--- src/rtl/pe_pkg.sv ---
// Shared types for the reconfigurable systolic PE: operating modes, control states
// and the bit positions inside the flow-direction field.
package pe_pkg;

  typedef enum logic [1:0] {
    PE_WS   = 2'b00,
    PE_OS   = 2'b01,
    PE_PASS = 2'b10,
    PE_RSVD = 2'b11
  } pe_mode_e;

  typedef enum logic [1:0] {
    ST_IDLE  = 2'b00,
    ST_RUN   = 2'b01,
    ST_DRAIN = 2'b10
  } pe_state_e;

  // cfg_dir bit 0 selects horizontal flow (1: E->W), bit 1 vertical flow (1: S->N)
  localparam int DIR_H = 0;
  localparam int DIR_V = 1;

endpackage

--- src/rtl/pe_mac_core.sv ---
// Combinational multiply, extend and accumulate for the PE datapath.
// Build option: define PE_SAT_EN to clamp the sum to the ACC_W range instead of wrapping.
module pe_mac_core #(
  parameter int DATA_W = 8,
  parameter int ACC_W  = 24,
  parameter bit SIGNED = 1'b1
) (
  input  logic [DATA_W-1:0] a,
  input  logic [DATA_W-1:0] b,
  input  logic [ACC_W-1:0]  addend,
  output logic [ACC_W-1:0]  sum
);

  localparam int PROD_W = 2 * DATA_W;

  logic [PROD_W-1:0] prod;
  logic [ACC_W-1:0]  prod_ext;

  function automatic logic [ACC_W-1:0] add_acc(input logic [ACC_W-1:0] x,
                                                input logic [ACC_W-1:0] y);
`ifdef PE_SAT_EN
    logic [ACC_W:0]   s;
    logic [ACC_W-1:0] r;
    s = {1'b0, x} + {1'b0, y};
    r = s[ACC_W-1:0];
    if (SIGNED) begin
      // overflow only when both operands share a sign the result lost
      if ((x[ACC_W-1] == y[ACC_W-1]) && (r[ACC_W-1] != x[ACC_W-1]))
        r = x[ACC_W-1] ? {1'b1, {(ACC_W-1){1'b0}}} : {1'b0, {(ACC_W-1){1'b1}}};
    end else if (s[ACC_W]) begin
      r = '1;
    end
    return r;
`else
    return x + y;
`endif
  endfunction

  generate
    if (SIGNED) begin : g_signed_mul
      logic signed [PROD_W-1:0] a_s;
      logic signed [PROD_W-1:0] b_s;
      logic signed [PROD_W-1:0] prod_s;
      assign a_s    = {{DATA_W{a[DATA_W-1]}}, a};
      assign b_s    = {{DATA_W{b[DATA_W-1]}}, b};
      assign prod_s = a_s * b_s;
      assign prod   = prod_s;
    end else begin : g_unsigned_mul
      assign prod = {{DATA_W{1'b0}}, a} * {{DATA_W{1'b0}}, b};
    end

    if (ACC_W > PROD_W) begin : g_ext
      assign prod_ext = {{(ACC_W-PROD_W){SIGNED ? prod[PROD_W-1] : 1'b0}}, prod};
    end else begin : g_noext
      assign prod_ext = prod;
    end
  endgenerate

  assign sum = add_acc(addend, prod_ext);

endmodule

--- src/rtl/reconfig_pe.sv ---
// Mode-switchable systolic PE (WS / OS / PASS) with direction routing and accumulator drain.
// Build option: define PE_SAT_EN for saturating accumulate and WS psum (see pe_mac_core).
module reconfig_pe
  import pe_pkg::*;
#(
  parameter int DATA_W = 8,
  parameter int ACC_W  = 24,
  parameter bit SIGNED = 1'b1
) (
  input  logic              clk,
  input  logic              reset,
  input  logic              cfg_valid,
  input  logic [1:0]        cfg_mode,
  input  logic [1:0]        cfg_dir,
  input  logic              cfg_start,
  input  logic              cfg_stop,
  input  logic              stat_load,
  input  logic [DATA_W-1:0] stat_data,
  input  logic [DATA_W-1:0] h_in_w,
  input  logic              h_vld_w,
  input  logic [DATA_W-1:0] h_in_e,
  input  logic              h_vld_e,
  input  logic [ACC_W-1:0]  v_in_n,
  input  logic              v_vld_n,
  input  logic [ACC_W-1:0]  v_in_s,
  input  logic              v_vld_s,
  output logic [DATA_W-1:0] h_out_w,
  output logic              h_ovld_w,
  output logic [DATA_W-1:0] h_out_e,
  output logic              h_ovld_e,
  output logic [ACC_W-1:0]  v_out_n,
  output logic              v_ovld_n,
  output logic [ACC_W-1:0]  v_out_s,
  output logic              v_ovld_s,
  input  logic              acc_clear,
  input  logic              drain_req,
  input  logic              drain_ready,
  output logic              drain_valid,
  output logic [ACC_W-1:0]  drain_data,
  output logic              busy,
  output logic              drop_err
);

  pe_state_e                state_q, state_d;
  pe_mode_e                 mode_q;
  logic [1:0]               dir_q;
  logic signed [DATA_W-1:0] weight_q;
  logic signed [ACC_W-1:0]  acc_q;
  logic                     drop_err_q;

  logic signed [DATA_W-1:0] h_src, h_fwd_d, mac_b;
  logic                     h_src_vld, h_fwd_vld_d;
  logic signed [ACC_W-1:0]  v_src, v_fwd_d, b_ext, mac_addend, mac_sum;
  logic                     v_src_vld, v_fwd_vld_d;
  logic                     ws_run, os_act, mac_fire, any_in_vld;

  logic signed [DATA_W-1:0] h_out_w_p1, h_out_e_p1;
  logic signed [ACC_W-1:0]  v_out_n_p1, v_out_s_p1;
  logic                     h_vld_w_p1, h_vld_e_p1, v_vld_n_p1, v_vld_s_p1;

  // ---- stage p0: source selection and mode decode ----
  assign h_src     = dir_q[DIR_H] ? h_in_e  : h_in_w;
  assign h_src_vld = dir_q[DIR_H] ? h_vld_e : h_vld_w;
  assign v_src     = dir_q[DIR_V] ? v_in_s  : v_in_n;
  assign v_src_vld = dir_q[DIR_V] ? v_vld_s : v_vld_n;

  assign ws_run     = (state_q == ST_RUN) && (mode_q == PE_WS);
  assign os_act     = ((state_q == ST_RUN) || (state_q == ST_DRAIN)) && (mode_q == PE_OS);
  assign mac_fire   = (state_q == ST_RUN) && (mode_q == PE_OS) && h_src_vld && v_src_vld;
  assign any_in_vld = h_vld_w | h_vld_e | v_vld_n | v_vld_s;

  assign b_ext = {{(ACC_W-DATA_W){SIGNED ? v_src[DATA_W-1] : 1'b0}}, v_src[DATA_W-1:0]};

  // One MAC serves both modes: WS adds the incoming psum, OS the local accumulator
  assign mac_b      = ws_run ? weight_q : v_src[DATA_W-1:0];
  assign mac_addend = ws_run ? v_src : (acc_clear ? '0 : acc_q);

  pe_mac_core #(
    .DATA_W (DATA_W),
    .ACC_W  (ACC_W),
    .SIGNED (SIGNED)
  ) u_mac (
    .a      (h_src),
    .b      (mac_b),
    .addend (mac_addend),
    .sum    (mac_sum)
  );

  always_comb begin
    h_fwd_d     = h_src;
    h_fwd_vld_d = h_src_vld;
    v_fwd_d     = v_src;
    v_fwd_vld_d = v_src_vld;
    if (ws_run) begin
      v_fwd_d     = mac_sum;
      v_fwd_vld_d = h_src_vld & v_src_vld;
    end else if (os_act) begin
      v_fwd_d = b_ext;
    end
  end

  // ---- control FSM ----
  always_ff @(posedge clk) begin
    if (reset) state_q <= ST_IDLE;
    else       state_q <= state_d;
  end

  always_comb begin
    state_d = state_q;
    case (state_q)
      ST_IDLE:  if (cfg_start) state_d = ST_RUN;
      ST_RUN: begin
        if (cfg_stop)                            state_d = ST_IDLE;
        else if (drain_req && (mode_q == PE_OS)) state_d = ST_DRAIN;
      end
      ST_DRAIN: if (drain_ready) state_d = ST_RUN;
      default:  state_d = ST_IDLE;
    endcase
  end

  always_comb begin
    busy        = (state_q != ST_IDLE);
    drain_valid = (state_q == ST_DRAIN);
    drain_data  = acc_q;
  end

  // ---- configuration, weight, accumulator and error state ----
  always_ff @(posedge clk) begin
    if (reset) begin
      mode_q     <= PE_PASS;
      dir_q      <= '0;
      weight_q   <= '0;
      acc_q      <= '0;
      drop_err_q <= 1'b0;
    end else begin
      if (cfg_valid && (state_q == ST_IDLE)) begin
        mode_q <= pe_mode_e'(cfg_mode);
        dir_q  <= cfg_dir;
      end
      if (stat_load && (state_q != ST_DRAIN))
        weight_q <= stat_data;
      if (state_q == ST_DRAIN) begin
        if (drain_ready) acc_q <= '0;
      end else if (mac_fire) begin
        acc_q <= mac_sum;
      end else if (acc_clear) begin
        acc_q <= '0;
      end
      if ((state_q == ST_DRAIN) && any_in_vld)
        drop_err_q <= 1'b1;
    end
  end

  assign drop_err = drop_err_q;

  // ---- stage p1: registered outputs, inactive side held at zero ----
  always_ff @(posedge clk) begin
    if (reset) begin
      h_out_w_p1 <= '0;
      h_out_e_p1 <= '0;
      v_out_n_p1 <= '0;
      v_out_s_p1 <= '0;
      h_vld_w_p1 <= 1'b0;
      h_vld_e_p1 <= 1'b0;
      v_vld_n_p1 <= 1'b0;
      v_vld_s_p1 <= 1'b0;
    end else begin
      h_out_w_p1 <= dir_q[DIR_H] ? h_fwd_d : '0;
      h_out_e_p1 <= dir_q[DIR_H] ? '0 : h_fwd_d;
      h_vld_w_p1 <= dir_q[DIR_H] & h_fwd_vld_d;
      h_vld_e_p1 <= ~dir_q[DIR_H] & h_fwd_vld_d;
      v_out_n_p1 <= dir_q[DIR_V] ? v_fwd_d : '0;
      v_out_s_p1 <= dir_q[DIR_V] ? '0 : v_fwd_d;
      v_vld_n_p1 <= dir_q[DIR_V] & v_fwd_vld_d;
      v_vld_s_p1 <= ~dir_q[DIR_V] & v_fwd_vld_d;
    end
  end

  assign h_out_w  = h_out_w_p1;
  assign h_out_e  = h_out_e_p1;
  assign v_out_n  = v_out_n_p1;
  assign v_out_s  = v_out_s_p1;
  assign h_ovld_w = h_vld_w_p1;
  assign h_ovld_e = h_vld_e_p1;
  assign v_ovld_n = v_vld_n_p1;
  assign v_ovld_s = v_vld_s_p1;

endmodule

--- config.mk ---
export PLATFORM = sky130hd
export DESIGN_NAME = reconfig_pe
export DESIGN_NICKNAME = d
export VERILOG_FILES = /design/src/rtl/pe_pkg.sv /design/src/rtl/pe_mac_core.sv /design/src/rtl/reconfig_pe.sv
export SDC_FILE = /design/constraint.sdc
export NUM_CORES = 1
export LEC_CHECK = 0
export CORE_MARGIN = 2
export CORE_UTILIZATION = 43
export CTS_CLUSTER_DIAMETER = 120
export CTS_CLUSTER_SIZE = 20
export DETAILED_ROUTE_END_ITERATION = 12
export GPL_TIMING_DRIVEN = 0
export HOLD_SLACK_MARGIN = 0.06
export PLACE_DENSITY = 0.74
export SYNTH_ARGS = -nofsm -noshare
export SYNTH_HDL_FRONTEND = slang
export SYNTH_SLANG_ARGS = --single-unit
--- constraint.sdc ---
create_clock -name clk -period 9.25 [get_ports clk]
set_input_delay 0.925 -clock clk [delete_from_list [all_inputs] [get_ports clk]]
set_output_delay 0.925 -clock clk [all_outputs]
set_load 0.01 [all_outputs]
==> flow_metrics.env <==
export IMPL_global_route_usage_met2_pct=40.5
export IMPL_dieHeight_um=140
export IMPL_dieArea_um2=19500
export IMPL_fmaxAchievable_ghz=0.116
export IMPL_rsz0062_at_grt="no"
export IMPL_post_route_drc_count=0
export IMPL_hold_path_class="reg -> reg"
export IMPL_h_tree_depth=3
export IMPL_critical_path_max_stage_delay_ns=0.57
export IMPL_routedWlPerCell_um=17.7
export IMPL_io_buffers=183
export IMPL_final_period_utilization_pct=93.0
export IMPL_use_met1_pct=31.2
export IMPL_num_io_pins=184
export IMPL_synth_enable_flop_cells=0
export IMPL_dr_total_vias=7330
export IMPL_postRouteWirelength_um=23800
export IMPL_slowest_library_cell_on_the_worst_path="sky130_fd_sc_hd__o21ai_1"
export IMPL_timing_hold_violations_final=0
export IMPL_number_of_sinks_handled_by_clock_tree_synthesis=107
export IMPL_first_global_vias=6970
export IMPL_clockBufferDepth=2
export IMPL_syn_mean_instance_area_um2=8.65
export IMPL_critPathCaptureType="flip-flop"
export IMPL_start_util_pct=44.0
export IMPL_fp_row_count=49
export IMPL_numCtsBuffers=9
export IMPL_flow_area_growth_from_synthesis_pct=31.0
export IMPL_timing_rr_end="v_out_n[21]"
export IMPL_globalplace_congestion=0.921
export IMPL_total_grt_usage_pct=24.2
export IMPL_launching_point_of_the_worst_reg2reg_path="state_q[1]"
export IMPL_die_w_um=140
export IMPL_cts_tree="yes"
export IMPL_ys_seq_area_share_pct=27.0
export IMPL_min_delay_worst_endpoint="weight_q[3]"
export IMPL_gr_total_overflow=0
export IMPL_final_net_count=1310
export IMPL_clock_skew_ns=0.00925
export IMPL_mappedNetlistArea_um2=7920
export IMPL_drv_slew=0
export IMPL_grt_start_max_net_pins=19
export IMPL_maxCapViolations=0
export IMPL_tightest_slew_ns=1.27
export IMPL_final_period_minus_worst_setup_slack_ns=8.60
export IMPL_grt_pass1_wl_um=37200
export IMPL_max_slew_margin_rel_pct=14.7
export IMPL_setup_tns_final_ns=0
export IMPL_cell_depth_of_the_worst_flop_to_flop_path=36
export IMPL_n_antenna_cell=0
export IMPL_setup_viol=0
export IMPL_clock_pin_slew_worst_setup_and_hold_paths_ns=0.08
export IMPL_path_class="reg -> reg"
export IMPL_postCtsHoldBufs=0
export IMPL_post_drt_via_cell_ratio=5.45
export IMPL_crit_arrival_ns=8.83
export IMPL_highest_fanout_seen_on_the_critical_path=10
export IMPL_cts_resized=0
export IMPL_timing_hold_worst_start="weight_q[3]"
export IMPL_grt_busiest_layer="met2"
export IMPL_first_pass_iteration_count_of_the_detailed_router=5
export IMPL_ys_seq_elements=107
export IMPL_most_common_cell_after_layout_fill_and_taps_aside="sky130_fd_sc_hd__clkdlybuf4s50_1"
export IMPL_post_cts_buffers=0
export IMPL_yosysUniqueCellTypes=63
export IMPL_drive_above_1_share_pct=4.57
export IMPL_global_routing_met3_resource_utilization_pct=4.68
export IMPL_detailedPlacementHpwl_um=19300
export IMPL_startpoint_type="flip-flop"
export IMPL_synthCells=916
export IMPL_insertion_delay_ns=0.36
export IMPL_min_delay_path_depth=2
export IMPL_mostFrequentLayoutCells="sky130_fd_sc_hd__clkdlybuf4s50_1, sky130_fd_sc_hd__nor2_1, sky130_fd_sc_hd__dfxtp_1"
export IMPL_postSynthNetCount=1116
export IMPL_clock_tree_root_cell="sky130_fd_sc_hd__clkbuf_16"
export IMPL_core_area_um2=18000
export IMPL_route_antenna_remaining_nets=0
export IMPL_synth_main_ff_cell="sky130_fd_sc_hd__dfxtp_1"
export IMPL_antenna_violations_before_repair=0
export IMPL_reg2reg_setup_slack_ns=0.65
export IMPL_status="complete, no violations"
export IMPL_dr_first_iter_drc_count=504
export IMPL_synth_async_reset_ratio_pct=0
export IMPL_critical_path_required_ns=9.47
export IMPL_yosysWarnings=0
area by class of cell:
class | count | area, µm²
multi-input cells | 679 | 5260
fillers | 1626 | 7650
repair buffers | 183 | 1830
inverters | 87 | 327
plain buffers | 43 | 191
well taps | 229 | 287
clock buffers | 10 | 239
clock inverters | 6 | 97.6
flip-flops and latches | 107 | 2140
registers in the layout (all words and copies together) (netlist names):
name,flops
weight_q,8
h_ovld_e,1
h_ovld_w,1
dir_q,2
drain_data,24
mode_q,2
v_ovld_n,1
v_ovld_s,1
v_out_n,24
state_q,2
v_out_s,24
drop_err,1
h_out_e,8
h_out_w,8
logic make-up after synthesis:
logic type	after synthesis	share of synthesized area (%)
flops	107	27.0
fa+ha+maj	111	22.8
buf+inv	130	6.54
simple gates	295	17.7
compound gates	190	15.9
xor+xnor	36	4.07
mux	47	5.95
how the worst max path moves through the flow:
stage                     startpoint          end  depth (start not counted)
after global placement      dir_q[1]  v_out_n[21]                         33
after CTS                   dir_q[1]  v_out_s[21]                         33
after detailed placement   v_in_s[7]  v_out_s[21]                         32
after global routing      state_q[1]  v_out_s[21]                         36
after floorplan           state_q[1]  v_out_n[21]                         35
final                     state_q[1]  v_out_n[21]                         36
layer usage:
metal	part of all wire (%)	routed length, µm
met2	48	11400
met3	6.3	1510
met4	3.3	793
met5	0	0
met1	42	10100
critical path, delay by kind of cell (launching register included):
family	cells	cell delay, ns
simple gates	5	0.86
flops	1	0.34
mux	1	0.24
compound gates	13	2.74
buf+inv	8	0.88
xor+xnor	2	0.54
fa+ha+maj	7	2.86
metrics by stage:
stage	hold WS [ns]	cell area, µm²	std cells	utilization (%)	worst slack [ns]
final	0.502	10400	1344	57.6	0.645
after global routing	0.530	10400	1344	57.6	0.146
after CTS	0.504	10400	1344	57.6	0.661
after detailed placement	0.475	10000	1328	55.7	0.686
after global placement	0.472	10000	1328	55.7	0.818
after floorplan	0.455	7920	916	-	1.94
cells in the mapped netlist, types with 2 or more instances:
cell type                    n  area share (%)
sky130_fd_sc_hd__nor2_1    136             6.4
sky130_fd_sc_hd__dfxtp_1   107              27
sky130_fd_sc_hd__inv_1      87             4.1
sky130_fd_sc_hd__fa_1       56              14
sky130_fd_sc_hd__ha_1       55             8.7
sky130_fd_sc_hd__a21oi_1    48             3.0
sky130_fd_sc_hd__mux2i_1    46             5.8
sky130_fd_sc_hd__o21ai_0    41             2.6
sky130_fd_sc_hd__nand2_1    33             1.6
sky130_fd_sc_hd__nand3_1    33             2.1
sky130_fd_sc_hd__clkbuf_1   31             1.5
sky130_fd_sc_hd__xnor2_1    26             2.9
sky130_fd_sc_hd__a211oi_1   21             2.0
sky130_fd_sc_hd__and2_1     20             1.6
sky130_fd_sc_hd__a22oi_1    18             1.7
sky130_fd_sc_hd__a21o_1     16             1.5
sky130_fd_sc_hd__nand2b_1   13             1.0
sky130_fd_sc_hd__or2_2      13             1.0
sky130_fd_sc_hd__nor3_1     11            0.69
sky130_fd_sc_hd__nor2b_1    10            0.79
sky130_fd_sc_hd__o21ai_1    10            0.63
sky130_fd_sc_hd__xor2_1      9             1.0
sky130_fd_sc_hd__o21a_1      6            0.57
sky130_fd_sc_hd__and3_1      5            0.39
sky130_fd_sc_hd__buf_2       5            0.32
sky130_fd_sc_hd__nand3b_1    4            0.38
sky130_fd_sc_hd__o21bai_1    4            0.38
sky130_fd_sc_hd__buf_1       3            0.14
sky130_fd_sc_hd__nor3b_1     3            0.28
sky130_fd_sc_hd__o211ai_1    3            0.28
sky130_fd_sc_hd__o31ai_1     3            0.28
sky130_fd_sc_hd__or4_1       3            0.28
sky130_fd_sc_hd__a211o_1     2            0.22
sky130_fd_sc_hd__a221oi_2    2            0.38
sky130_fd_sc_hd__buf_6       2            0.28
sky130_fd_sc_hd__nand4_1     2            0.16
sky130_fd_sc_hd__nor4_1      2            0.16
sky130_fd_sc_hd__o211a_1     2            0.25
Power is left out: the tool's default activity adds up to more than one toggle a clock period on the data nets, which glitch-free logic cannot reach.
